===== src/rtl/blackjack_round_ctrl_if.sv =====
// Control/status bundle between the round sequencer and its card source / sum unit.
// Controller drives from the master side; the datapath and card source sit on the slave side.
interface blackjack_round_ctrl_if #(
    parameter int CNT_W = 8
);
    logic             start_btn;
    logic             hit_btn;
    logic             stand_btn;
    logic             card_ready;
    logic [5:0]       player_sum;
    logic             player_bust;
    logic             dealer_auto_hit;
    logic             player_win;
    logic             dealer_win;
    logic             tie;
    logic             card_req;
    logic             clear_sums;
    logic             deal_player;
    logic             deal_dealer;
    logic             stand_active;
    logic             compare;
    logic [3:0]       state_code;
    logic             error;
    logic [CNT_W-1:0] player_wins;
    logic [CNT_W-1:0] dealer_wins;
    logic [CNT_W-1:0] ties;

    modport master (
        input  start_btn, hit_btn, stand_btn, card_ready, player_sum, player_bust,
               dealer_auto_hit, player_win, dealer_win, tie,
        output card_req, clear_sums, deal_player, deal_dealer, stand_active, compare,
               state_code, error, player_wins, dealer_wins, ties
    );

    modport slave (
        output start_btn, hit_btn, stand_btn, card_ready, player_sum, player_bust,
               dealer_auto_hit, player_win, dealer_win, tie,
        input  card_req, clear_sums, deal_player, deal_dealer, stand_active, compare,
               state_code, error, player_wins, dealer_wins, ties
    );
endinterface


===== src/rtl/blackjack_round_ctrl.sv =====
// Blackjack round sequencer: clear, 4-card deal, player turn, dealer auto-draw, result, tallies.
// All outputs registered; each card costs REQ + WAIT(k) + ACK(m) + SETTLE, WAIT times out to ERROR.
module blackjack_round_ctrl #(
    parameter int CARD_TIMEOUT = 1024,
    parameter int CNT_W        = 8
) (
    input logic                    clk,
    input logic                    rst,
    blackjack_round_ctrl_if.master bus
);
    typedef enum logic [3:0] {
        IDLE        = 4'd0,
        CLEAR       = 4'd1,
        DEAL_REQ    = 4'd2,
        DEAL_WAIT   = 4'd3,
        DEAL_ACK    = 4'd4,
        DEAL_SETTLE = 4'd5,
        PLAYER_TURN = 4'd6,
        DEALER_TURN = 4'd7,
        RESULT      = 4'd8,
        ERROR       = 4'd9
    } state_t;

    typedef enum logic [1:0] {
        KIND_INIT = 2'd0,
        KIND_HIT  = 2'd1,
        KIND_DRAW = 2'd2
    } kind_t;

    localparam int               TO_W    = $clog2(CARD_TIMEOUT);
    localparam logic [TO_W-1:0]  TO_LAST = TO_W'(CARD_TIMEOUT - 1);
    localparam logic [CNT_W-1:0] CNT_MAX = '1;

    state_t           state;
    kind_t            kind;
    logic [1:0]       deal_step;
    logic             target_dealer;
    logic [TO_W-1:0]  to_cnt;
    logic             result_first;
    logic             card_req_q, clear_q, deal_player_q, deal_dealer_q;
    logic             stand_q, compare_q, error_q;
    logic [CNT_W-1:0] player_wins_q, dealer_wins_q, ties_q;

    // Outputs are set on the transition into the state that owns them, so they are flops.
    always_ff @(posedge clk or posedge rst) begin
        if (rst) begin
            state         <= IDLE;
            kind          <= KIND_INIT;
            deal_step     <= 2'd0;
            target_dealer <= 1'b0;
            to_cnt        <= '0;
            result_first  <= 1'b0;
            card_req_q    <= 1'b0;
            clear_q       <= 1'b0;
            deal_player_q <= 1'b0;
            deal_dealer_q <= 1'b0;
            stand_q       <= 1'b0;
            compare_q     <= 1'b0;
            error_q       <= 1'b0;
            player_wins_q <= '0;
            dealer_wins_q <= '0;
            ties_q        <= '0;
        end else begin
            card_req_q    <= 1'b0;
            clear_q       <= 1'b0;
            deal_player_q <= 1'b0;
            deal_dealer_q <= 1'b0;
            compare_q     <= 1'b0;
            error_q       <= 1'b0;
            case (state)
                IDLE: begin
                    if (bus.start_btn) begin
                        state   <= CLEAR;
                        clear_q <= 1'b1;
                    end
                end
                CLEAR: begin
                    stand_q       <= 1'b0;
                    deal_step     <= 2'd0;
                    target_dealer <= 1'b0;
                    kind          <= KIND_INIT;
                    state         <= DEAL_REQ;
                    card_req_q    <= 1'b1;
                    deal_player_q <= 1'b1;
                end
                DEAL_REQ: begin
                    to_cnt     <= '0;
                    state      <= DEAL_WAIT;
                    card_req_q <= 1'b1;
                end
                DEAL_WAIT: begin
                    if (bus.card_ready) begin
                        state <= DEAL_ACK;
                    end else if (to_cnt == TO_LAST) begin
                        state   <= ERROR;
                        error_q <= 1'b1;
                    end else begin
                        to_cnt     <= to_cnt + 1'b1;
                        card_req_q <= 1'b1;
                    end
                end
                DEAL_ACK: begin
                    if (!bus.card_ready) state <= DEAL_SETTLE;
                end
                DEAL_SETTLE: begin
                    case (kind)
                        KIND_INIT: begin
                            if (deal_step != 2'd3) begin
                                deal_step     <= deal_step + 2'd1;
                                target_dealer <= !target_dealer;
                                state         <= DEAL_REQ;
                                card_req_q    <= 1'b1;
                                deal_player_q <= target_dealer;
                                deal_dealer_q <= !target_dealer;
                            end else if (bus.player_sum == 6'd21) begin
                                stand_q <= 1'b1;
                                state   <= DEALER_TURN;
                            end else begin
                                state <= PLAYER_TURN;
                            end
                        end
                        KIND_HIT: begin
                            if (bus.player_bust) begin
                                state        <= RESULT;
                                compare_q    <= 1'b1;
                                result_first <= 1'b1;
                            end else if (bus.player_sum == 6'd21) begin
                                stand_q <= 1'b1;
                                state   <= DEALER_TURN;
                            end else begin
                                state <= PLAYER_TURN;
                            end
                        end
                        default: state <= DEALER_TURN;
                    endcase
                end
                PLAYER_TURN: begin
                    // Stand has priority; a simultaneous hit is dropped.
                    if (bus.stand_btn) begin
                        stand_q <= 1'b1;
                        state   <= DEALER_TURN;
                    end else if (bus.hit_btn) begin
                        target_dealer <= 1'b0;
                        kind          <= KIND_HIT;
                        state         <= DEAL_REQ;
                        card_req_q    <= 1'b1;
                        deal_player_q <= 1'b1;
                    end
                end
                DEALER_TURN: begin
                    if (bus.dealer_auto_hit) begin
                        target_dealer <= 1'b1;
                        kind          <= KIND_DRAW;
                        state         <= DEAL_REQ;
                        card_req_q    <= 1'b1;
                        deal_dealer_q <= 1'b1;
                    end else begin
                        state        <= RESULT;
                        compare_q    <= 1'b1;
                        result_first <= 1'b1;
                    end
                end
                RESULT: begin
                    if (result_first) begin
                        result_first <= 1'b0;
                        if (bus.player_win) begin
                            if (player_wins_q != CNT_MAX) player_wins_q <= player_wins_q + 1'b1;
                        end else if (bus.dealer_win) begin
                            if (dealer_wins_q != CNT_MAX) dealer_wins_q <= dealer_wins_q + 1'b1;
                        end else if (bus.tie) begin
                            if (ties_q != CNT_MAX) ties_q <= ties_q + 1'b1;
                        end
                    end
                    if (bus.start_btn) begin
                        state   <= CLEAR;
                        clear_q <= 1'b1;
                    end else begin
                        compare_q <= 1'b1;
                    end
                end
                ERROR: begin
                    if (bus.start_btn) begin
                        state   <= CLEAR;
                        clear_q <= 1'b1;
                    end else begin
                        error_q <= 1'b1;
                    end
                end
                default: state <= IDLE;
            endcase
        end
    end

    assign bus.card_req     = card_req_q;
    assign bus.clear_sums   = clear_q;
    assign bus.deal_player  = deal_player_q;
    assign bus.deal_dealer  = deal_dealer_q;
    assign bus.stand_active = stand_q;
    assign bus.compare      = compare_q;
    assign bus.error        = error_q;
    assign bus.state_code   = state;
    assign bus.player_wins  = player_wins_q;
    assign bus.dealer_wins  = dealer_wins_q;
    assign bus.ties         = ties_q;
endmodule


===== src/flat_wrapper.sv =====
// flat-port wrapper written by rule: the top's interface ports become plain ports
module blackjack_round_ctrl_flat 
#(
    parameter int CARD_TIMEOUT = 1024,
    parameter int CNT_W        = 8
)
  (clk, rst, bus_start_btn, bus_hit_btn, bus_stand_btn, bus_card_ready, bus_player_sum, bus_player_bust, bus_dealer_auto_hit, bus_player_win, bus_dealer_win, bus_tie, bus_card_req, bus_clear_sums, bus_deal_player, bus_deal_dealer, bus_stand_active, bus_compare, bus_state_code, bus_error, bus_player_wins, bus_dealer_wins, bus_ties);
  blackjack_round_ctrl_if #(.CNT_W(CNT_W)) bus_i ();
  input logic clk;
  input logic rst;
  input wire logic [$bits(bus_i.start_btn)-1:0] bus_start_btn;
  input wire logic [$bits(bus_i.hit_btn)-1:0] bus_hit_btn;
  input wire logic [$bits(bus_i.stand_btn)-1:0] bus_stand_btn;
  input wire logic [$bits(bus_i.card_ready)-1:0] bus_card_ready;
  input wire logic [$bits(bus_i.player_sum)-1:0] bus_player_sum;
  input wire logic [$bits(bus_i.player_bust)-1:0] bus_player_bust;
  input wire logic [$bits(bus_i.dealer_auto_hit)-1:0] bus_dealer_auto_hit;
  input wire logic [$bits(bus_i.player_win)-1:0] bus_player_win;
  input wire logic [$bits(bus_i.dealer_win)-1:0] bus_dealer_win;
  input wire logic [$bits(bus_i.tie)-1:0] bus_tie;
  output wire logic [$bits(bus_i.card_req)-1:0] bus_card_req;
  output wire logic [$bits(bus_i.clear_sums)-1:0] bus_clear_sums;
  output wire logic [$bits(bus_i.deal_player)-1:0] bus_deal_player;
  output wire logic [$bits(bus_i.deal_dealer)-1:0] bus_deal_dealer;
  output wire logic [$bits(bus_i.stand_active)-1:0] bus_stand_active;
  output wire logic [$bits(bus_i.compare)-1:0] bus_compare;
  output wire logic [$bits(bus_i.state_code)-1:0] bus_state_code;
  output wire logic [$bits(bus_i.error)-1:0] bus_error;
  output wire logic [$bits(bus_i.player_wins)-1:0] bus_player_wins;
  output wire logic [$bits(bus_i.dealer_wins)-1:0] bus_dealer_wins;
  output wire logic [$bits(bus_i.ties)-1:0] bus_ties;
  assign bus_i.start_btn = bus_start_btn;
  assign bus_i.hit_btn = bus_hit_btn;
  assign bus_i.stand_btn = bus_stand_btn;
  assign bus_i.card_ready = bus_card_ready;
  assign bus_i.player_sum = bus_player_sum;
  assign bus_i.player_bust = bus_player_bust;
  assign bus_i.dealer_auto_hit = bus_dealer_auto_hit;
  assign bus_i.player_win = bus_player_win;
  assign bus_i.dealer_win = bus_dealer_win;
  assign bus_i.tie = bus_tie;
  assign bus_card_req = bus_i.card_req;
  assign bus_clear_sums = bus_i.clear_sums;
  assign bus_deal_player = bus_i.deal_player;
  assign bus_deal_dealer = bus_i.deal_dealer;
  assign bus_stand_active = bus_i.stand_active;
  assign bus_compare = bus_i.compare;
  assign bus_state_code = bus_i.state_code;
  assign bus_error = bus_i.error;
  assign bus_player_wins = bus_i.player_wins;
  assign bus_dealer_wins = bus_i.dealer_wins;
  assign bus_ties = bus_i.ties;
  blackjack_round_ctrl #(.CARD_TIMEOUT(CARD_TIMEOUT), .CNT_W(CNT_W)) u_core (.clk(clk), .rst(rst), .bus(bus_i));
endmodule

===== config.mk =====
export PLATFORM = sky130hd
export DESIGN_NAME = blackjack_round_ctrl_flat
export DESIGN_NICKNAME = d
export VERILOG_FILES = /design/src/rtl/blackjack_round_ctrl_if.sv /design/src/rtl/blackjack_round_ctrl.sv /design/src/flat_wrapper.sv
export SDC_FILE = /design/constraint.sdc
export NUM_CORES = 1
export LEC_CHECK = 0
export CELL_PAD_IN_SITES_DETAIL_PLACEMENT = 2
export CELL_PAD_IN_SITES_GLOBAL_PLACEMENT = 2
export CORE_MARGIN = 1.5
export CORE_UTILIZATION = 33
export CTS_CLUSTER_SIZE = 28
export DETAILED_ROUTE_END_ITERATION = 7
export HOLD_SLACK_MARGIN = 0.1
export PLACE_DENSITY_LB_ADDON = 0.1
export SYNTH_ARGS = -nofsm -noshare
export SYNTH_HDL_FRONTEND = slang
export SYNTH_SLANG_ARGS = --single-unit

===== constraint.sdc =====
create_clock -name clk -period 2.7 [get_ports clk]
set_clock_uncertainty 0.15 [all_clocks]
set_input_delay 0.27 -clock clk [delete_from_list [all_inputs] [get_ports clk]]
set_output_delay 0.27 -clock clk [all_outputs]
set_load 0.01 [all_outputs]

==> summary.md <==
The floorplan step defined a die boundary enclosing 9360 um2. The largest fanout on the critical path is 10, and the number of sinks driven by the clock tree is 51. Leaving out filler cells and counting taps, the final layout contains 450.

The number of placed instances, taps included, is 442. Summed over all instances, the cell type with the most area after synthesis is sky130_fd_sc_hd__dfrtp_1. The portion of the clock cycle consumed by the worst path in the final layout is 0.832, and the total of warnings raised by yosys is 0. In this run the clock root is driven by a sky130_fd_sc_hd__clkbuf_8.

The number of global-route vias before repair is 2605. TritonCTS built the clock tree. The run gives 13800 um as the first-pass GRT wire length. The reported max-cap violation count was 0. The startpoint identified for the worst register-to-register timing path is u_core.bus.state_code[0].

The run gives 0.657 as the worst slew margin relative to its limit. Routability-driven placement finished with a final weighted congestion of 0.778. The portion of synthesized cell area occupied by the leading cell type came out at 0.440.

The startpoint-to-endpoint class of the critical path was reg -> reg. Detailed-route wire length: 7960 um. After clock tree synthesis, the flow added hold-fix buffers numbering 0. Combinational cell fraction of total power: 0.425. The die span in x was 96.7 um; the proportion of synthesized flip-flops having asynchronous set or reset was 1.00.

For this design the static power due to leakage is 0.00157 uW. After detailed routing, the average wire length per cell comes to 17.7 um. The mean cell area of the mapped netlist works out to 10.2 um2. Traced cell by cell, the critical path runs through buf_4 > nor2b_1 > nand2_1 > o221a_2 > mux2_1. The worst setup path is launched from a flop.

Among all flip-flop cells after synthesis, the most frequent one is sky130_fd_sc_hd__dfrtp_1. The sequential share of power was 0.392. The clock network fraction of design power is 0.183. The number of input and output port buffers inserted works out to 51. The number of nets handed over by synthesis was 307.

Post-detailed-route via-to-cell ratio: 5.39. The worst hold path class is in -> async. Overall power consumption after layout is estimated at 2700 uW. The run gives 2900 um2 as the area of the mapped netlist.

Ranked by total cell area, the synthesized netlist is headed by sky130_fd_sc_hd__dfrtp_1 (44%), sky130_fd_sc_hd__xor2_1 (4.8%), sky130_fd_sc_hd__nand2_1 (3.2%). Count of endpoints failing setup in the final report: 0. Yosys instantiated no cell more often than sky130_fd_sc_hd__dfrtp_1. For the worst setup path, the data required time is 2740 ps. STA classifies the critical path endpoint as a flop. The area growth from synthesis to final layout works out to 26.3%. For the final max-slew violation count, the log shows 0. The I/O pin count came out at 52.

Detailed placement finished with a half-perimeter wire length of 6050 um. The H-tree generated during clock tree synthesis spans 2 levels. The clock transition at the registers of the reported paths came out at 110 ps. Cell with the largest stage delay on the worst path: sky130_fd_sc_hd__dfrtp_1. The shortest clock period the worst path allows after layout is 2250 ps.

The logs give 447 ps for the pre-CTS setup slack and 1070 uW for the net switching component of the power. The number of antenna violations at the first check in global routing was 0; the fraction of final layout cells sized beyond drive strength 1 was 0.0906. The total global-route track usage was 0.180; the number of cells upsized or downsized after cts was 0.

The run gives 363 as the number of nets in the layout. The number of cells on the worst reg-to-reg path is 5. The first-pass iteration count of the detailed router came out at 4.

The share of the yosys chip area belonging to registers was 0.440; the post-synthesis instance total was 285. The setup TNS is 0 ps, and the number of antenna diodes is 0. Setup repair after global routing left no endpoint under its margin.

The register bit count reported by yosys came out at 51. VDD sags by at most 0.000260 V. For this run, design rule violations remaining after detail routing come to 0.

The floorplan step set the die height to 96.7 um. Arrival time of the worst setup path: 2280 ps. The global-route congestion overflow total was 0.

The floorplan has 34 rows. Power density over the cells: 738 nW/um2. Once the clock tree was built, the setup fixing pass inserted 0 buffers. Entering global routing, the biggest net connects 32 pins.

Cell internal power was estimated by the tool at 1640 uW. In this run the deepest clock path goes through 2 buffers. The flow ran to the end, and the final reports show no timing, DRC or antenna violations. Setup slack closes at 455 ps. Timing would allow up to 445 MHz.

For the pin with the worst max-slew slack, the measured transition is 514 ps. The logs give 8640 um2 for the core footprint and 310 ps for the clock latency of the later-clocked register in the worst-skew pair. Tracing the worst setup path back leads to its startpoint at u_core.bus.state_code[0]. By count the netlist is led by sky130_fd_sc_hd__dfrtp_1 (51), sky130_fd_sc_hd__nand2_1 (25), sky130_fd_sc_hd__xor2_1 (16), sky130_fd_sc_hd__nand3_1 (14).

For the vias after detailed routing, the log shows 2427. The net switching share of the total power was 0.395; the number of routed nets with antenna violations was 0. The effective utilization at floorplan is 0.336. The tools report the total CTS buffers as 5. The hold violation total from the final report came out at 0.

In this run, the number of DRC markers left after iteration 0 of detailed routing was 58. On the worst path, the slowest cell contributes a delay of 590 ps. The synthesized design contains 0 enable-type register cells. The count of unique library cells instantiated by Yosys is 64.
kinds of logic after synthesis:
| logic type | after synthesis | share of synthesized area |
|---|---|---|
| AO/OA/AOI/OAI | 56 | 0.143 |
| XOR/XNOR | 22 | 0.0665 |
| adder cells (fa/ha/maj) | 5 | 0.0216 |
| buffers and inverters | 22 | 0.0345 |
| flip-flops | 51 | 0.440 |
| multiplexers | 11 | 0.0406 |
| AND/OR/NAND/NOR | 118 | 0.253 |
worst paths after layout:
check | end | slack [ps]
worst min register to register | u_core.deal_step[0] | 350
min in group clk | u_core.deal_step[0] | 350
worst max register to register | u_core.bus.state_code[3] | 450
max in group asynchronous | u_core.bus.player_wins[1] | 1660
worst min-delay path | u_core.to_cnt[2] | 170
worst max-delay path | u_core.bus.state_code[3] | 450
power by group through the flow:
stage	clock network [uW]	logic, uW	registers (uW)
final	494	1150	1060
after global routing	538	1280	1080
after detailed placement	0	1160	1080
after global placement	0	1130	1070
after CTS	514	1170	1060
after floorplan	0	711	1060
routing by layer:
layer / wire [um] / global-route usage / vias up
li1: - / - / 1170
met1: 3800 / 0.249 / 1210
met2: 3900 / 0.300 / 43
met3: 203 / 0.0267 / 4
met4: 54 / 0.0401 / 0
met5: 0 / 0 / -
worst max-delay path: cells and delay by family, from the launching register on:
kind | cells | cell delay, ps
AO/OA/AOI/OAI | 1 | 360
buffers and inverters | 1 | 240
flip-flops | 1 | 590
multiplexers | 1 | 320
AND/OR/NAND/NOR | 2 | 460
stage by stage:
stage	area, um2	utilization	hold WS, ps
after floorplan	2900	-	273
after global placement	3560	0.412	326
final	3660	0.424	166
after CTS	3660	0.424	183
after detailed placement	3560	0.412	334
after global routing	3660	0.424	201
cell type report:
| class | instances | area [um2] |
|---|---|---|
| fill | 950 | 4970 |
| multi-input combinational | 212 | 1520 |
| sequential | 51 | 1280 |
| timing repair buffer | 59 | 583 |
| tap | 108 | 135 |
| clock buffer | 6 | 82.6 |
| inverter | 12 | 45.0 |
| clock inverter | 2 | 16.3 |
flip-flops by register name, summed over array words and instances (netlist names):
name,cells
u_core.result_first,1
u_core.kind,2
u_core.bus.clear_sums,1
u_core.bus.dealer_wins,8
u_core.deal_step,2
u_core.bus.stand_active,1
u_core.bus.ties,8
u_core.bus.deal_dealer,1
u_core.to_cnt,10
u_core.bus.error,1
u_core.bus.card_req,1
u_core.bus.player_wins,8
u_core.target_dealer,1
u_core.bus.state_code,4
u_core.bus.compare,1
u_core.bus.deal_player,1
cells in the final DEF, fill, tap and decap left out, types with 11 or more instances in the layout:
cell type                         instances
sky130_fd_sc_hd__dfrtp_1                 51
sky130_fd_sc_hd__o21ai_0                 11
sky130_fd_sc_hd__nand2_1                 25
sky130_fd_sc_hd__clkdlybuf4s50_1         51
sky130_fd_sc_hd__inv_1                   11
sky130_fd_sc_hd__nor3_1                  11
sky130_fd_sc_hd__nand3_1                 14
sky130_fd_sc_hd__xor2_1                  16
sky130_fd_sc_hd__nand2b_1                12
Note: power is estimated with default switching activity, not from simulation.
